--- config.mk ---
export PLATFORM = sky130hd
export DESIGN_NAME = posit_mult_raw_pipe_es3
export DESIGN_NICKNAME = d
export VERILOG_FILES = /design/src/rtl/posit_mult_raw_pipe_es3.sv
export SDC_FILE = /design/constraint.sdc
export NUM_CORES = 2
export LEC_CHECK = 0
export ABC_CLOCK_PERIOD_IN_PS = 8800
export BUFFER_PORTS_ARGS = -buffer_cell sky130_fd_sc_hd__buf_2
export CORE_MARGIN = 4
export CORE_UTILIZATION = 65
export DETAILED_ROUTE_END_ITERATION = 8
export GPL_TIMING_DRIVEN = 0
export PLACE_DENSITY_LB_ADDON = 0.2
export SETUP_SLACK_MARGIN = 0.05
export SYNTH_ARGS = -nofsm -noshare
export SYNTH_HDL_FRONTEND = slang
export SYNTH_SLANG_ARGS = --single-unit
--- constraint.sdc ---
create_clock -name clk -period 8.8 [get_ports clk]
set_input_delay 2.64 -clock clk [delete_from_list [all_inputs] [get_ports clk]]
set_output_delay 2.64 -clock clk [all_outputs]
set_load 0.1 [all_outputs]
--- src/rtl/posit_mult_raw_pipe_es3.sv ---
// rtl/posit_mult_raw_pipe_es3.sv - raw-domain posit multiplier (sum-format A x B), elastic pipeline with tag sideband
// Product scale is one bit wider than the operand scales, so scale overflow cannot occur.
module posit_mult_raw_pipe_es3 #(
  parameter int SW      = 9,
  parameter int AW      = 30,
  parameter int FW      = 26,
  parameter int LATENCY = 4,
  parameter int TAGW    = 8,
  localparam int MW     = 2*FW+2,
  localparam int IN_A_W = SW+AW+3,
  localparam int IN_B_W = SW+FW+3,
  localparam int OUT_W  = SW+MW+4
) (
  input  logic              clk,
  input  logic              rst_n,
  input  logic              in_valid,
  output logic              in_ready,
  input  logic [IN_A_W-1:0] in_a,
  input  logic [IN_B_W-1:0] in_b,
  input  logic [TAGW-1:0]   in_tag,
  output logic              out_valid,
  input  logic              out_ready,
  output logic [OUT_W-1:0]  out_product,
  output logic [TAGW-1:0]   out_tag
);

  // Operand field extraction
  logic          a_sgn, a_inf, a_zero;
  logic [SW-1:0] a_scale;
  logic [FW-1:0] a_frac_msb;
  logic          b_sgn, b_inf, b_zero;
  logic [SW-1:0] b_scale;
  logic [FW-1:0] b_frac;

  assign a_sgn      = in_a[IN_A_W-1];
  assign a_scale    = in_a[IN_A_W-2 -: SW];
  assign a_frac_msb = in_a[AW+1 -: FW];
  assign a_inf      = in_a[1];
  assign a_zero     = in_a[0];

  assign b_sgn      = in_b[IN_B_W-1];
  assign b_scale    = in_b[IN_B_W-2 -: SW];
  assign b_frac     = in_b[FW+1 -: FW];
  assign b_inf      = in_b[1];
  assign b_zero     = in_b[0];

  // Only the top FW bits of A's fraction take part in the product.
  generate
    if (AW > FW) begin : g_a_lsbs
      logic unused_a_lsbs;
      assign unused_a_lsbs = ^in_a[AW-FW+1:2];
    end
  endgenerate

  // Stage-0 next state: a zero operand has every other field cleared.
  logic          a_sgn_d, a_inf_d, b_sgn_d, b_inf_d;
  logic [SW-1:0] a_scale_d, b_scale_d;
  logic [FW-1:0] a_frac_d, b_frac_d;

  always_comb begin
    a_sgn_d   = a_sgn & ~a_zero;
    a_inf_d   = a_inf & ~a_zero;
    a_scale_d = a_zero ? '0 : a_scale;
    a_frac_d  = a_zero ? '0 : a_frac_msb;
    b_sgn_d   = b_sgn & ~b_zero;
    b_inf_d   = b_inf & ~b_zero;
    b_scale_d = b_zero ? '0 : b_scale;
    b_frac_d  = b_zero ? '0 : b_frac;
  end

  // Stage-0 registers (B is kept at its FW MSBs; the AW-aligned zero fill carries no information)
  logic          a_sgn_q, a_inf_q, a_zero_q, b_sgn_q, b_inf_q, b_zero_q;
  logic [SW-1:0] a_scale_q, b_scale_q;
  logic [FW-1:0] a_frac_q, b_frac_q;
  logic [TAGW-1:0] s0_tag_q;

  // Stage valids, load enables and product stages 1..LATENCY-1
  logic [LATENCY-1:0]              vld_q;
  logic [LATENCY-1:0]              ld;
  logic [LATENCY-1:1][OUT_W-1:0]   prod_q;
  logic [LATENCY-1:1][TAGW-1:0]    tag_q;
  logic [OUT_W-1:0]                prod_d;

  // A stage loads when it or any stage downstream of it is empty, or the sink accepts.
  generate
    for (genvar i = 0; i < LATENCY; i++) begin : g_ld
      assign ld[i] = out_ready | ~(&vld_q[LATENCY-1:i]);
    end
  endgenerate

  // Stage-1 arithmetic
  logic [FW:0]   ma, mb;
  logic [MW-1:0] p;
  logic [SW:0]   s_sum, s_out;
  logic [MW-1:0] f_out;
  logic          sgn_out, inf_out, zero_out;

  always_comb begin
    ma       = {1'b1, a_frac_q};
    mb       = {1'b1, b_frac_q};
    p        = {{(FW+1){1'b0}}, ma} * {{(FW+1){1'b0}}, mb};
    s_sum    = {a_scale_q[SW-1], a_scale_q} + {b_scale_q[SW-1], b_scale_q};
    inf_out  = a_inf_q | b_inf_q;
    zero_out = ~inf_out & (a_zero_q | b_zero_q);
    sgn_out  = a_sgn_q ^ b_sgn_q;
    // Product mantissa lies in [1,4): drop the hidden bit from whichever position it sits in.
    if (p[MW-1]) begin
      s_out = s_sum + {{SW{1'b0}}, 1'b1};
      f_out = {p[MW-2:0], 1'b0};
    end else begin
      s_out = s_sum;
      f_out = {p[MW-3:0], 2'b00};
    end
    if (inf_out | zero_out) begin
      sgn_out = 1'b0;
      s_out   = '0;
      f_out   = '0;
    end
    prod_d = {sgn_out, s_out, f_out, inf_out, zero_out};
  end

  always_ff @(posedge clk or negedge rst_n) begin
    if (!rst_n) begin
      vld_q     <= '0;
      a_sgn_q   <= 1'b0;
      a_inf_q   <= 1'b0;
      a_zero_q  <= 1'b0;
      a_scale_q <= '0;
      a_frac_q  <= '0;
      b_sgn_q   <= 1'b0;
      b_inf_q   <= 1'b0;
      b_zero_q  <= 1'b0;
      b_scale_q <= '0;
      b_frac_q  <= '0;
      s0_tag_q  <= '0;
      prod_q    <= '0;
      tag_q     <= '0;
    end else begin
      if (ld[0]) begin
        vld_q[0] <= in_valid;
        if (in_valid) begin
          a_sgn_q   <= a_sgn_d;
          a_inf_q   <= a_inf_d;
          a_zero_q  <= a_zero;
          a_scale_q <= a_scale_d;
          a_frac_q  <= a_frac_d;
          b_sgn_q   <= b_sgn_d;
          b_inf_q   <= b_inf_d;
          b_zero_q  <= b_zero;
          b_scale_q <= b_scale_d;
          b_frac_q  <= b_frac_d;
          s0_tag_q  <= in_tag;
        end
      end
      if (ld[1]) begin
        vld_q[1] <= vld_q[0];
        if (vld_q[0]) begin
          prod_q[1] <= prod_d;
          tag_q[1]  <= s0_tag_q;
        end
      end
      for (int i = 2; i < LATENCY; i++) begin
        if (ld[i]) begin
          vld_q[i] <= vld_q[i-1];
          if (vld_q[i-1]) begin
            prod_q[i] <= prod_q[i-1];
            tag_q[i]  <= tag_q[i-1];
          end
        end
      end
    end
  end

  assign in_ready    = ld[0];
  assign out_valid   = vld_q[LATENCY-1];
  assign out_product = prod_q[LATENCY-1];
  assign out_tag     = tag_q[LATENCY-1];

endmodule

==> flow_summary.ini <==
[run_status]
status = completed

[detailed_routing]
drtIter0Drc = 2654
drc = 0
routed_via_density = 5.834
dr.pass1.iters = 6
num_vias = 28507
routed_wl_um = 113100
wl_per_cell_um = 23.15
drtAntennaViolNets = 0

[critical_path]
reg2reg_from = b_frac_q[23]$_DFFE_PN0P_
rrSetupSlack_ns = 0.23
cp-start-kind = register
startpoint = b_frac_q[23]$_DFFE_PN0P_
crit_type = reg -> reg
crit_required_ns = 9.30
reg2reg_depth = 24
end_kind = register
regToRegEndpoint = prod_q[48]$_DFFE_PN0P_
crit_end = prod_q[48]$_DFFE_PN0P_
crit_path_max_fanout = 10
worstPathArrival_ns = 9.08

[synthesis]
syn_nets = 4826
yosysSeqAreaShare = 0.2096
synth_area_leader_cell = fa_1
yosysUniqueCellTypes = 64
syn_inst = 3907
ys_warn_count = 0
synth_edf_count = 0
synth_ff_type = dfrtp_1
synth-async-reset-ratio = 1.000
syn_avg_cell_area_um2 = 9.472
netlist_area_um2 = 37010
yosysTopAreaCellShare = 0.3381
synth_seq_cells = 310
synth_area_leaders = fa_1, dfrtp_1, inv_1

[sta]
rsz0062_at_grt = false
max_freq_mhz = 116.7
period_share = 0.9741
maxSlewViolCount = 0
min_period_ns = 8.572
setup_viol = 0
finalSetupTns_ns = 0
slew_headroom = 0.2910
hold_violations = 0
skew_ns = 0.03559
worst_pin_slew_ns = 1.064

[placement]
dp_hpwl_um = 91820
gp_congestion = 1.034
place_area_um2 = 38820
dpl.cell_count = 4826
io_buffer_count = 161

[global_route]
grt_busiest_layer = met2
grt_pass1_wl_um = 174100
grtUsageMet2 = 0.5716
grt_overflow = 0
grtUsageMet1 = 0.5170
antenna_found_initial = 2
grt_max_degree = 120
grt_pass1_vias = 28870
grt_use_total = 0.3838
use_met3 = 0.1171

[clock_tree]
cts.sinks = 310
clockBufferDepth = 3
ctsHoldBuffers = 0
root_buffer = clkbuf_16
tritoncts = built
htreeDepth = 2
clkLatencyLatePin_ns = 0.58
cts.reportedPaths.clkPinSlew_ns = 0.06
cts_buffers = 36

[floorplanning]
design.die.area_um2 = 60810
die_height_um = 246.6
io_pins = 169
initial_utilization = 0.6563
core_region_area_um2 = 56390
num_rows = 87
die_w_um = 246.6

[pwr]
power_mw = 12.54
power_leakage_nw = 20.78
vdd_drop_max_uv = 365.1
power.density_nw_per_um2 = 312.8

[finish]
final_nets = 5023
mostFrequentLayoutCell = inv_1
n_antenna_cell = 0
fill_cells = 4428
mostFrequentLayoutCells = inv_1, fa_1, nand2_1
drive_gt1_frac = 0.1334
syn2layout_area_growth_pct = 8.361
final_cell_area_um2 = 40100
layoutNonFillerInstCount = 4886
fin_util = 0.7112

[worst_hold_path]
min_from = prod_q[1]$_DFFE_PN0P_
hp-class = reg -> reg

[run]
cap_violations = 0
[per-layer routing]
| metal | wire [µm] | vias up |
|---|---|---|
| met3 | 14600 | 366 |
| li1 | - | 12184 |
| met1 | 42330 | 14179 |
| met2 | 48850 | 1776 |
| met4 | 7326 | 2 |
| met5 | 13 | - |
[worst min-delay path by stage]
| stage | to | slack (ns) | cells past startpoint |
|---|---|---|---|
| 6_report | prod_q[1]$_DFFE_PN0P_ | 0.49 | 2 |
| 5_1_grt | tag_q[9]$_DFFE_PN0P_ | 0.51 | 1 |
| 4_1_cts | prod_q[1]$_DFFE_PN0P_ | 0.49 | 2 |
| 3_5_place_dp | prod_q[16]$_DFFE_PN0P_ | 0.47 | 2 |
| 3_3_place_gp | prod_q[16]$_DFFE_PN0P_ | 0.46 | 2 |
| 2_1_floorplan | prod_q[0]$_DFFE_PN0P_ | 0.44 | 2 |
[power breakdown]
part,switching [mW],internal [mW]
Combinational,5.93,3.04
Sequential,0.254,1.76
Clock,0.661,0.893
Total,6.84,5.70
[logic make-up after synthesis]
| group | count (synthesis) | synth area share |
|---|---|---|
| AND/OR/NAND/NOR | 1124 | 0.1416 |
| buffers and inverters | 1085 | 0.1188 |
| adder cells (fa/ha/maj) | 827 | 0.4064 |
| AO/OA/AOI/OAI | 337 | 0.05930 |
| flip-flops | 310 | 0.2096 |
| multiplexers | 169 | 0.05133 |
| XOR/XNOR | 54 | 0.01278 |
| other | 1 | 0.0001013 |
[through the flow]
step           setup WS [ns]  hold WS (ns)
6_report              0.2276        0.4919
5_1_grt              0.05805        0.5100
4_1_cts               0.1401        0.4903
3_5_place_dp         0.01315        0.4666
3_3_place_gp         -0.8785        0.4592
2_1_floorplan          1.665        0.4393
[critical path: stages, from the launching register on]
cell and delay [ns]:
dfrtp_1 0.61, clkbuf_1 0.83, nand2_1 0.17, fa_1 0.51
inv_1 0.06, fa_1 0.59, fa_1 0.52, fa_1 0.59
fa_1 0.45, fa_1 0.49, inv_1 0.05, fa_1 0.52
inv_1 0.05, ha_1 0.27, clkbuf_1 0.33, nand4_1 0.17
or3_1 0.41, o21ai_0 0.33, o21bai_1 0.18, a211o_1 0.34
nand3_2 0.22, buf_4 0.24, buf_2 0.28, o211ai_1 0.16
nand3_1 0.12
[state kept, by name (all words and copies together) (netlist names), 4 cells and up]
signal / flops
out_product: 66
b_scale_q: 9
tag_q: 16
out_tag: 8
s0_tag_q: 8
a_scale_q: 9
prod_q: 132
vld_q: 4
b_frac_q: 26
a_frac_q: 26
[repair_timing]
item                       in CTS  in global routing
setup endpoints to repair      10                 61
cloned                          0                  0
buffers inserted                0                  0
gates resized for setup         1                142
[synthesized netlist by cell type (all sizes together) (4+ instances only)]
| library cell | n |
|---|---|
| or2 | 4 |
| dfrtp | 310 |
| and3 | 16 |
| buf | 94 |
| nand3 | 59 |
| nor2b | 7 |
| fa | 625 |
| nand2b | 82 |
| xor2 | 24 |
| o21bai | 13 |
| a21oi | 62 |
| and2 | 223 |
| o211ai | 24 |
| inv | 790 |
| a211o | 4 |
| o311ai | 11 |
| or4 | 4 |
| a221o | 13 |
| a31oi | 9 |
| xnor2 | 30 |
| o31ai | 11 |
| a21o | 26 |
| a211oi | 16 |
| clkbuf | 201 |
| ha | 202 |
| o21ai | 121 |
| nor2 | 82 |
| a32oi | 4 |
| mux2 | 166 |
| nand4 | 19 |
| nand2 | 612 |
| nor3 | 8 |
[area by class of cell]
type / count / area, µm² / share of cell area
timing repair buffer: 163 / 870.8 / 0.02172
clock inverter: 14 / 212.7 / 0.005304
clock buffer: 50 / 993.5 / 0.02477
buffer: 291 / 1503 / 0.03747
inverter: 790 / 2965 / 0.07395
multi-input combinational: 2512 / 24850 / 0.6197
sequential: 310 / 7757 / 0.1935
tap: 756 / 945.9 / 0.02359
No activity file was read; power rests on OpenSTA's default activity.
